### src/rtl/cpu_trace_tx.sv
// In-CPU trace transmitter: runs cycle/stall/flush counters and, on request,
// streams {cyc, stl, fls, pc, R0..R(NUM_REGS-1)} over a 32-bit valid/ready link.
module cpu_trace_tx #(
  parameter int NUM_REGS = 32,
  parameter int CNT_W    = 32
) (
  input  logic        clk_i,
  input  logic        rst_i,
  input  logic        start_i,
  input  logic        stall_i,
  input  logic        flush_i,
  input  logic [31:0] pc_i,
  input  logic        snap_i,
  output logic [4:0]  reg_addr_o,
  input  logic [31:0] reg_data_i,
  output logic        tx_valid_o,
  input  logic        tx_ready_i,
  output logic [31:0] tx_data_o,
  output logic        tx_last_o,
  output logic        busy_o,
  output logic        overrun_o
);

  localparam int LAST = NUM_REGS + 3;

  typedef enum logic [1:0] {IDLE, HDR, REGS} state_t;

  state_t           state;
  logic [5:0]       widx;
  logic [CNT_W-1:0] cyc, stl, fls;
  logic [CNT_W-1:0] cap_stl, cap_fls;
  logic [31:0]      cap_pc;
  logic             pending;

  logic             xfer, last_xfer, restart;
  logic [5:0]       nidx;
  logic [4:0]       addr_next;
  logic [31:0]      data_next;

  assign xfer      = tx_valid_o & tx_ready_i;
  assign last_xfer = xfer & tx_last_o;
  assign restart   = ((state == IDLE) & snap_i) | (last_xfer & (pending | snap_i));
  assign nidx      = widx + 6'd1;
  assign busy_o    = (state != IDLE) | pending;

  // Read address always points at the word after the one being loaded, so the
  // register value is ready on reg_data_i when that word's turn comes.
  always_comb begin
    addr_next = '0;
    if (nidx >= 6'(LAST))
      addr_next = 5'(NUM_REGS - 1);
    else if (nidx >= 6'd3)
      addr_next = 5'(nidx - 6'd3);
  end

  always_comb begin
    data_next = reg_data_i;
    case (nidx)
      6'd1:    data_next = 32'(cap_stl);
      6'd2:    data_next = 32'(cap_fls);
      6'd3:    data_next = cap_pc;
      default: data_next = reg_data_i;
    endcase
  end

  always_ff @(posedge clk_i or negedge rst_i) begin
    if (!rst_i) begin
      state      <= IDLE;
      widx       <= '0;
      cyc        <= '0;
      stl        <= '0;
      fls        <= '0;
      cap_stl    <= '0;
      cap_fls    <= '0;
      cap_pc     <= '0;
      pending    <= 1'b0;
      reg_addr_o <= '0;
      tx_valid_o <= 1'b0;
      tx_data_o  <= '0;
      tx_last_o  <= 1'b0;
      overrun_o  <= 1'b0;
    end else begin
      if (start_i) begin
        cyc <= cyc + 1'b1;
        if (stall_i) stl <= stl + 1'b1;
        if (flush_i) fls <= fls + 1'b1;
      end

      // Capture uses the counter values from before this edge's increment.
      if (restart) begin
        state      <= HDR;
        widx       <= '0;
        cap_stl    <= stl;
        cap_fls    <= fls;
        cap_pc     <= pc_i;
        reg_addr_o <= '0;
        tx_valid_o <= 1'b1;
        tx_data_o  <= 32'(cyc);
        tx_last_o  <= 1'b0;
      end else if (last_xfer) begin
        state      <= IDLE;
        widx       <= '0;
        reg_addr_o <= '0;
        tx_valid_o <= 1'b0;
        tx_last_o  <= 1'b0;
      end else if (xfer) begin
        state      <= (nidx >= 6'd4) ? REGS : HDR;
        widx       <= nidx;
        reg_addr_o <= addr_next;
        tx_data_o  <= data_next;
        tx_last_o  <= (nidx == 6'(LAST));
      end

      if (restart)
        pending <= 1'b0;
      else if ((state != IDLE) && snap_i) begin
        if (pending)
          overrun_o <= 1'b1;
        else
          pending <= 1'b1;
      end
    end
  end

endmodule

### config.mk
export PLATFORM = sky130hd
export DESIGN_NAME = cpu_trace_tx
export DESIGN_NICKNAME = d
export VERILOG_FILES = /design/src/rtl/cpu_trace_tx.sv
export SDC_FILE = /design/constraint.sdc
export NUM_CORES = 1
export LEC_CHECK = 0
export BUFFER_PORTS_ARGS = -buffer_cell sky130_fd_sc_hd__buf_4
export CAP_MARGIN = 25
export CORE_MARGIN = 3
export CORE_UTILIZATION = 45
export CTS_BUF_LIST = sky130_fd_sc_hd__clkbuf_8
export DETAILED_ROUTE_END_ITERATION = 16
export PLACE_DENSITY = 0.71
export SETUP_SLACK_MARGIN = 0.2
export SLEW_MARGIN = 20
export SYNTH_ARGS = -nofsm -noshare
export SYNTH_HDL_FRONTEND = slang
export SYNTH_SLANG_ARGS = --single-unit
### constraint.sdc
create_clock -name clk_i -period 5.13 [get_ports clk_i]
set_clock_uncertainty 0.05 [all_clocks]
set_input_delay 0.2565 -clock clk_i [delete_from_list [all_inputs] [get_ports clk_i]]
set_output_delay 0.2565 -clock clk_i [all_outputs]
set_load 0.02 [all_outputs]
==> metrics.csv <==
stage;metric;value;unit
worst_hold_path;worst min path class;input port to asynchronous set/reset pin;
pwr;Final Power;6.41;mW
pwr;Pleak;6.42;nW
synthesis;Yosys reg bits;241;
pwr;power per cell area;473;nW/um^2
timing;Setup TNS Final;0;ns
clock_tree;Clock transition at path regs;0.06;ns
critical_path;critical path class;register to register;
grt;first-pass GRT wire length;43900;um
critical_path;Critical Path, Cell by Cell;inv_1 > ha_1 > buf_4 > or3_4 > and2_4 > a32oi_4 > a221oi_1 > o21ai_1;
grt;vias in the first global route;8255;
grt;initial antenna violation count;1;
grt;GRT Total Usage;0.207;
pwr;Worst VDD drop;0.275;mV
routing;Vias;8251;
clock_tree;CTS Buf Count;41;
timing;Final setup viols;0;
synthesis;ys flop type;dfrtp_1;
timing;Max-slew headroom;0.271;
placed_design;placed cell count;1348;
clock_tree;Post-CTS Repair Setup Buffers;0;
synthesis;asr flop ratio synth;1.00;
synthesis;most common cell in the synthesized netlist;dfrtp_1;
clock_tree;worst skew pair latency;0.55;ns
flow_run;maxcap violations;0;
critical_path;worst path required time;5.55;ns
clock_tree;CTS tree;yes;
critical_path;CP max-delay cell;a32oi_4;
routing;wire per inst;18.2;um
clock_tree;hold_buf cts;70;
floorplanning;Site Rows;56;
placed_design;Buffers on Ports;111;
timing;Hold WS;0.293;ns
synthesis;dominant cells by area after synthesis;dfrtp_1 (55%), mux2_2 (10%), xnor2_1 (5.4%);
critical_path;crit path launch type;register;
synthesis;Post-Syn Area per Cell;11.5;sq um
outcome;status;complete, no violations;
floorplanning;# IOs;112;
clock_tree;Longest Clk Path Bufs;3;
floorplanning;die height;162;um
synthesis;synth cell count leaders;dfrtp_1 (241), mux2_2 (99), nand2_1 (96);
clock_tree;CTS root buf;clkbuf_8;
final_layout;final layout net count;1220;
critical_path;critical-path maximum fanout;34;
final_layout;fill count;1949;
timing;minimum clock period;3.11;ns
synthesis;Syn Inst Count;961;
timing;worst-margin pin slew;1.09;ns
synthesis;Seq/Total Area, Yosys;0.547;
timing;FMAX;322;MHz
synthesis;syn nets;1039;
clock_tree;H-tree depth;2;
synthesis;post-synth top area share;0.547;
synthesis;Post-synth EDFFs;0;
critical_path;delay of the slowest critical-path stage;0.83;ns
synthesis;count of different cell masters after synthesis;57;
floorplanning;CORE AREA;23800;sq um
grt;total global routing overflow;0;
routing;Iteration-0 DRC Markers;749;
timing;final hold violations;0;
final_layout;area grow syn2layout;23.1;%
routing;Vias/cell;5.56;
final_layout;non-filler cells, final;1485;
grt;pin count of the biggest net entering global routing;99;
routing;Total Wirelength;27000;um
timing;Tcrit/Tclk final;0.605;
final_layout;layout cells sized above 1;0.252;
clock_tree;cts repair resizes;0;
clock_tree;TritonCTS Sinks;241;
synthesis;Syn Std Cell Area;11000;sq um
timing;final slew viol count;0;
floorplanning;Die ar.;26400;sq um
routing;Post-route DRC;0;
floorplanning;Starting Density;0.464;
floorplanning;chip width;162;um
routing;First-pass DRT Iterations;7;
critical_path;WP data arrival;3.53;ns
synthesis;Yosys top cell by area;dfrtp_1;
placed_design;global placer's final weighted congestion;0.842;
timing;RSZ-0062 raised after global routing;no;
placed_design;post-DP HPWL;17900;um
synthesis;Yosys warning count;0;
critical_path;Crit. End Element;register;
routing;DRT antenna net count;0;
power breakdown:
| part | internal, mW | switching, mW | leakage, nW |
|---|---|---|---|
| logic | 0.913 | 1.19 | 2.83 |
| registers | 2.33 | 0.373 | 3.16 |
| clock network | 0.862 | 0.742 | 0.429 |
| total | 4.10 | 2.31 | 6.42 |
sequential cells by signal, indices dropped and copies added, names as in the netlist, 5 cells and up:
name / flops
tx_data_o: 32
fls: 32
cap_stl: 32
reg_addr_o: 5
cap_fls: 32
stl: 32
cap_pc: 32
cyc: 32
widx: 6
worst paths after layout:
check	start	endpoint	depth (start not counted)	slack, ns
worst min register to register	fls[31]$_DFFE_PN0P_	fls[31]$_DFFE_PN0P_	1	0.42
worst max register to register	widx[0]$_DFFE_PN0P_	tx_data_o[2]$_DFFE_PN0P_	8	2.02
worst max-delay path	widx[0]$_DFFE_PN0P_	tx_data_o[2]$_DFFE_PN0P_	8	2.02
min in group clk_i	fls[31]$_DFFE_PN0P_	fls[31]$_DFFE_PN0P_	1	0.42
worst min-delay path	rst_i	cap_pc[1]$_DFFE_PN0N_	2	0.29
max in group asynchronous	rst_i	cap_stl[9]$_DFFE_PN0N_	3	3.58
stage by stage:
stage	setup slack (ns)	cell area, sq um	utilization
floorplan	2.99	11000	-
global placement	2.17	12100	0.509
detailed placement	2.03	12100	0.510
CTS	2.03	13600	0.571
global route	1.79	13600	0.571
finish	2.02	13600	0.571
routing by layer:
metal,GRT usage,wire length (um)
met1,0.295,12300
met2,0.325,12400
met3,0.0415,1570
met4,0.0597,704
met5,0,0
cell families (layout without fill, tap and decap cells):
kind of cell,count (synthesis),count (layout),share of synthesized area
other,0,1,0
AOI/OAI and AO/OA,170,170,0.111
muxes,99,99,0.101
and+or+nand+nor,252,252,0.118
buffers and inverters,95,299,0.0378
adders and majority gates,7,7,0.00795
DFF,241,241,0.547
xor gates and xnor gates,97,97,0.0771
layout make-up:
cell class	count	area [sq um]	area share
antenna	1	2.50	0.000184
clock inverter	20	114	0.00839
tap	319	399	0.0294
timing repair buffer	192	1640	0.121
multi-input combinational	625	4590	0.338
clock buffer	46	633	0.0467
sequential	241	6030	0.445
inverter	41	154	0.0113
cells in the final DEF, fill, tap and decap left out, types with 4 or more instances in the layout:
cell	instances
buf_4	119
mux2_2	99
a222oi_1	32
and4_1	7
nor2_1	36
inv_1	56
xnor2_1	68
and2_1	6
dlygate4sd3_1	70
or3_1	4
o21ai_0	11
nand3_1	32
xor2_1	29
a221oi_1	30
and3_1	16
nand2_1	95
nand4_1	21
nor3_1	6
o21ai_1	33
ha_1	7
clkbuf_8	46
a21oi_1	44
dfrtp_1	241
worst max-delay path: cells and delay by family (launching register included):
kind                       cells  cell delay, ns
AOI/OAI and AO/OA              3            1.24
DFF                            1            0.49
and+or+nand+nor                2            0.61
buffers and inverters          2            0.40
adders and majority gates      1            0.22
No activity file was read; power rests on OpenSTA's default activity.
